**config.mk**
```make
export PLATFORM = sky130hd
export DESIGN_NAME = wb_drain_ctrl
export DESIGN_NICKNAME = d
export VERILOG_FILES = /design/src/rtl/wb_drain_ctrl.sv
export SDC_FILE = /design/constraint.sdc
export NUM_CORES = 1
export LEC_CHECK = 0
export BUFFER_PORTS_ARGS = -buffer_cell sky130_fd_sc_hd__buf_2
export CORE_AREA = 5 5 144 146
export CTS_BUF_LIST = sky130_fd_sc_hd__clkbuf_4 sky130_fd_sc_hd__clkbuf_8 sky130_fd_sc_hd__clkbuf_16
export DETAILED_ROUTE_END_ITERATION = 6
export DIE_AREA = 0 0 149 151
export HOLD_SLACK_MARGIN = 0.05
export PLACE_DENSITY = 0.69
export SYNTH_ARGS = -nofsm -noshare
export SYNTH_HDL_FRONTEND = slang
export SYNTH_SLANG_ARGS = --single-unit
```
**constraint.sdc**
```tcl
create_clock -name clk -period 2.8 [get_ports clk]
set_clock_uncertainty 0.2 [all_clocks]
set_input_delay 0.42 -clock clk [delete_from_list [all_inputs] [get_ports clk]]
set_output_delay 0.42 -clock clk [all_outputs]
set_load 0.01 [all_outputs]
```
**src/rtl/wb_drain_ctrl.sv**
```systemverilog
// wb_drain_ctrl
// Write-buffer drain controller. It is the read-side master of the
// address/data write FIFO that sits between the data cache and main memory.
// It pops one entry at a time and holds the address and data stable. It then
// issues the entry to the memory port as a write request, using a req/ack
// handshake. It also signals flush completion, checks read-after-write hazards
// against the in-flight entry, raises a sticky timeout error and counts drained
// entries.
//
// Ports
//   clk, rst            clock; synchronous active-high reset
//   fifo_empty          FIFO empty flag (registered in the FIFO, one cycle lag)
//   fifo_rd_en          FIFO pop strobe (high for exactly the POP cycle)
//   fifo_address_out    FIFO read address, valid the cycle after a pop
//   fifo_data_out       FIFO read data, valid the cycle after a pop
//   mem_req             memory write request (high throughout REQ)
//   mem_addr/mem_wdata  hold registers presented to memory
//   mem_ack             memory accepted the write (only looked at in REQ)
//   flush_req           flush request, pulse or level
//   flush_done          one-cycle pulse: pending flush has completed
//   chk_addr/chk_hit    load-path probe against the in-flight entry
//   busy                controller is not idle
//   err_timeout         sticky: an entry was dropped after TIMEOUT REQ cycles
//   drain_count         entries acknowledged by memory, modulo 2^16
module wb_drain_ctrl #(
  parameter int ADDRESS_WIDTH = 32,
  parameter int DATA_WIDTH    = 128,
  parameter int TIMEOUT       = 255
) (
  input  logic                     clk,
  input  logic                     rst,
  input  logic                     fifo_empty,
  output logic                     fifo_rd_en,
  input  logic [ADDRESS_WIDTH-1:0] fifo_address_out,
  input  logic [DATA_WIDTH-1:0]    fifo_data_out,
  output logic                     mem_req,
  output logic [ADDRESS_WIDTH-1:0] mem_addr,
  output logic [DATA_WIDTH-1:0]    mem_wdata,
  input  logic                     mem_ack,
  input  logic                     flush_req,
  output logic                     flush_done,
  input  logic [ADDRESS_WIDTH-1:0] chk_addr,
  output logic                     chk_hit,
  output logic                     busy,
  output logic                     err_timeout,
  output logic [15:0]              drain_count
);

  typedef enum logic [1:0] {
    IDLE = 2'd0,
    POP  = 2'd1,
    CAPT = 2'd2,
    REQ  = 2'd3
  } state_t;

  // Last REQ cycle index before the entry is given up (timer counts from 0).
  localparam logic [15:0] TMO_LAST = 16'(TIMEOUT - 1);

  state_t                   state_q, state_d;
  logic [ADDRESS_WIDTH-1:0] addr_q, addr_d;
  logic [DATA_WIDTH-1:0]    data_q, data_d;
  logic [15:0]              timer_q, timer_d;
  logic [15:0]              count_q, count_d;
  logic                     err_q, err_d;
  logic                     flush_pend_q, flush_pend_d;
  logic                     flush_fire;

  always_ff @(posedge clk) begin
    if (rst) begin
      state_q      <= IDLE;
      addr_q       <= '0;
      data_q       <= '0;
      timer_q      <= '0;
      count_q      <= '0;
      err_q        <= 1'b0;
      flush_pend_q <= 1'b0;
    end else begin
      state_q      <= state_d;
      addr_q       <= addr_d;
      data_q       <= data_d;
      timer_q      <= timer_d;
      count_q      <= count_d;
      err_q        <= err_d;
      flush_pend_q <= flush_pend_d;
    end
  end

  always_comb begin
    state_d = state_q;
    addr_d  = addr_q;
    data_d  = data_q;
    timer_d = timer_q;
    count_d = count_q;
    err_d   = err_q;

    unique case (state_q)
      // fifo_empty is only looked at here; at least two cycles have passed
      // since the previous pop, so its one-cycle lag cannot cause a double pop.
      IDLE: begin
        if (!fifo_empty) state_d = POP;
      end
      POP: begin
        state_d = CAPT;
      end
      // FIFO outputs are only meaningful in this cycle, so capture here.
      CAPT: begin
        addr_d  = fifo_address_out;
        data_d  = fifo_data_out;
        timer_d = '0;
        state_d = REQ;
      end
      REQ: begin
        if (mem_ack) begin
          count_d = count_q + 16'd1;
          state_d = IDLE;
        end else if (timer_q == TMO_LAST) begin
          err_d   = 1'b1;
          state_d = IDLE;
        end else begin
          timer_d = timer_q + 16'd1;
        end
      end
      default: begin
        state_d = IDLE;
      end
    endcase
  end

  // A new flush_req wins over the clear, so a request landing in the
  // flush_done cycle re-arms the pending flag.
  always_comb begin
    flush_fire   = flush_pend_q && (state_q == IDLE) && fifo_empty;
    flush_pend_d = flush_req || (flush_pend_q && !flush_fire);
  end

  assign fifo_rd_en  = (state_q == POP);
  assign mem_req     = (state_q == REQ);
  assign busy        = (state_q != IDLE);
  assign mem_addr    = addr_q;
  assign mem_wdata   = data_q;
  assign err_timeout = err_q;
  assign drain_count = count_q;
  assign flush_done  = flush_fire;
  assign chk_hit     = (state_q == REQ) && (chk_addr == addr_q);

endmodule

```
==> run_results.csv <==
group,metric,value,unit
placement,portBuffers,378,
placement,pre_cts_ws,0.358,ns
placement,gp_congestion,0.815,
logic_synthesis,synth_edf_count,0,
logic_synthesis,synth_warnings,0,
route,wl,25.6,mm
global_route,overflow,0,
sta,min_period_over_period,93.6,%
global_route,grt_pass1_wl,39.5,mm
logic_synthesis,syn_area,0.00775,mm2
global_route,grt_pass1_vias,7665,
run_status,status,"finished clean",
placement,placed_cell_area,0.00988,mm2
sta,worst_pin_slew,0.611,ns
logic_synthesis,ys_types,44,
cells_and_area,regArea,0.00392,mm2
route,drt-wirelength-per-cell,16.3,um
cells_and_area,fin_area,0.0121,mm2
critical_path,path_buf_inv,1,
logic_synthesis,yosys_most_used_dff,"dfxtp_1",
clock_network,clk_path_buf_depth,2,
clock_network,cts_buffers,17,
cells_and_area,fillers,1556,
route,first_pass_iters,5,
critical_path,start_kind,"register",
critical_path,cp_common_cell,"nand4_1",
critical_path,cp.required,2.18,ns
critical_path,path_class,"reg2out",
critical_path,slowest_delay,0.34,ns
clock_network,clock_tree.root_cell,"clkbuf_16",
cells_and_area,multi_input_area,0.00364,mm2
floorplan,io_pins,379,
floorplan,fp.coreArea,0.0193,mm2
critical_path,cp-end-kind,"output pin",
global_route,grt_max_degree,108,
cells_and_area,antenna_cells,0,
clock_network,h-tree-depth,4,
floorplan,die_w,149,um
floorplan,fp-row-count,51,
clock_network,postCtsSetupBuffers,0,
clock_network,clock-sinks,196,
sta,setup_ws,0.179,ns
logic_synthesis,syn_nets,979,
floorplan,start_util,40.2,%
sta,final_max_slew_viol_count,0,
power,peakVddDrop,0.441,mV
route,vias_per_cell,4.77,
sta,max_clock_freq,382,MHz
sta,finalSetupViolCount,0,
logic_synthesis,yosysSeqAreaShare,50.6,%
critical_path,crit_arrival,2.00,ns
cells_and_area,layout.nets,1496,
power,power.leakage,5.40,nW
route,ant_nets,0,
cells_and_area,area_growth,55.8,%
critical_path,cpLargestDelayFamily,"simple AND/OR/NAND/NOR gates",
flow_run,max_cap_violations,0,
critical_path,path_cells,"xnor2_1 > nand4_1 > nor4_2 > nand4_1 > nor4_1 > buf_2",
global_route,grtUsageTotal,21.8,%
floorplan,die_h,151,um
logic_synthesis,syn_area_per_cell,10.0,um2
route,vias,7487,
route,drtIter0Drc,254,
critical_path,slowest_stage,"dfxtp_1",
hold_path,hp-class,"in2reg",
power,powerDensity,758,mW/mm2
route,drc_errors,0,
placement,dp_hpwl,16.8,mm
floorplan,die_area,0.0225,mm2
sta,fin_crit,2.62,ns
clock_network,cts_tree,"built",
clock_network,worstSkewPairLatency,0.43,ns
power,total_power,9.15,mW
sta,hold_violations,0,
logic_synthesis,syn_inst,774,
cells_and_area,drive_above_1_share,32.4,%
global_route,antenna_found_initial,0,
clock_network,clkTransAtPathRegs,0.08,ns
sta,relSlewSlack,59.3,%
logic_synthesis,synth_seq_cells,196,
logic_synthesis,async_reset_ff_share,0,%
critical_path,critPathMaxFanout,3,
## layer usage
layer | GRT usage (%) | vias to the layer above | routed length (um)
li1 | - | 3675 | -
met1 | 23.1 | 3450 | 9490
met2 | 39.5 | 315 | 13200
met3 | 7.69 | 47 | 2230
met4 | 8.83 | 0 | 695
met5 | 0 | - | 0
## registers in the layout (all words and copies together) (netlist names)
register	count
drain_count	16
state_q	2
err_timeout	1
timer_q	16
mem_addr	32
mem_wdata	128
flush_pend_q	1
## worst paths after layout
| kind | startpoint | endpoint | slack [ns] | cells past startpoint |
|---|---|---|---|---|
| worst max-delay path | mem_addr[20] | chk_hit | 0.18 | 6 |
| worst min-delay path | fifo_data_out[91] | mem_wdata[91] | 0.07 | 3 |
| worst max register to register | timer_q[1] | timer_q[7] | 0.42 | 6 |
| worst min register to register | timer_q[4] | timer_q[4] | 0.27 | 1 |
## metrics by stage
step                TNS (ns)  hold WS (ns)  cells  util (%)
floorplan                  0         0.239    774         -
global placement           0         0.247   1378      51.3
detailed placement         0         0.259   1378      51.3
CTS                        0        0.0510   1567      62.5
global route         -0.0131        0.0618   1569      62.7
finish                     0        0.0660   1569      62.7
## repair_timing
item,4_1_cts,5_1_grt
endpoints found under the hold margin,157,2
endpoints found under the setup margin,0,1
hold buffers,157,2
gates resized for setup,0,2
## worst reg2reg max path: stages (launching register included)
cell      delay (ns)
dfxtp_1         0.42
ha_1            0.21
nor4b_4         0.24
nand4_4         0.19
o21ai_2         0.53
or2b_1          0.28
a311oi_1        0.23
## where the power goes
group,switching [mW],internal (mW),leakage (nW)
logic,1.62,1.50,3.53
registers,0.315,3.29,1.59
clock network,1.20,1.22,0.285
total,3.14,6.02,5.40
## layout by cell type (no fill, tap or decap), types with 7 or more instances in the layout
| master | n |
|---|---|
| dlygate4sd3_1 | 159 |
| nor2_1 | 184 |
| ha_1 | 7 |
| xor2_1 | 14 |
| nand2_1 | 15 |
| nand4_1 | 14 |
| buf_2 | 377 |
| clkbuf_16 | 17 |
| mux2i_1 | 161 |
| xnor2_1 | 31 |
| and3_1 | 10 |
| dfxtp_1 | 196 |
| nand3_1 | 26 |
| a21oi_1 | 8 |
## final cells by class
type	instances	area share (%)
clock buffer	18	3.64
clock inverter	14	1.31
inverter	5	0.155
multi-input combinational	528	30.1
sequential	196	32.5
tap	265	2.74
timing repair buffer	543	29.6
## synthesized netlist by cell type (all sizes together), types with 2 or more instances
cell      n  share of area, %
and3     10              0.81
o311ai    2              0.23
o211ai    3              0.29
ha        8               1.3
xor2     14               1.6
xnor2    32               3.6
inv       5              0.24
a21oi     8              0.52
o41ai     3              0.34
nand3    26               1.7
dfxtp   196                51
nand2    15              0.73
a21o      2              0.19
and4      2              0.23
nand2b    5              0.40
and2      3              0.24
nor2b     3              0.24
a311oi    2              0.23
o21ai     4              0.31
buf      23               1.5
clkbuf   22               1.1
o31ai     2              0.19
or3       6              0.48
mux2i   161                21
nor4      5              0.40
nor2    184               8.9
nor3      3              0.26
nand4    15               1.4
## logic make-up (layout without fill, tap and decap cells)
family | count (synthesis) | in the layout | synth area share, %
compound gates | 31 | 31 | 2.81
xor+xnor | 46 | 46 | 5.20
fa+ha+maj | 8 | 8 | 1.29
buf+inv | 50 | 580 | 2.84
flops | 196 | 196 | 50.6
mux | 161 | 161 | 20.8
simple gates | 282 | 282 | 16.5
Power figures use the tool's default switching activity.
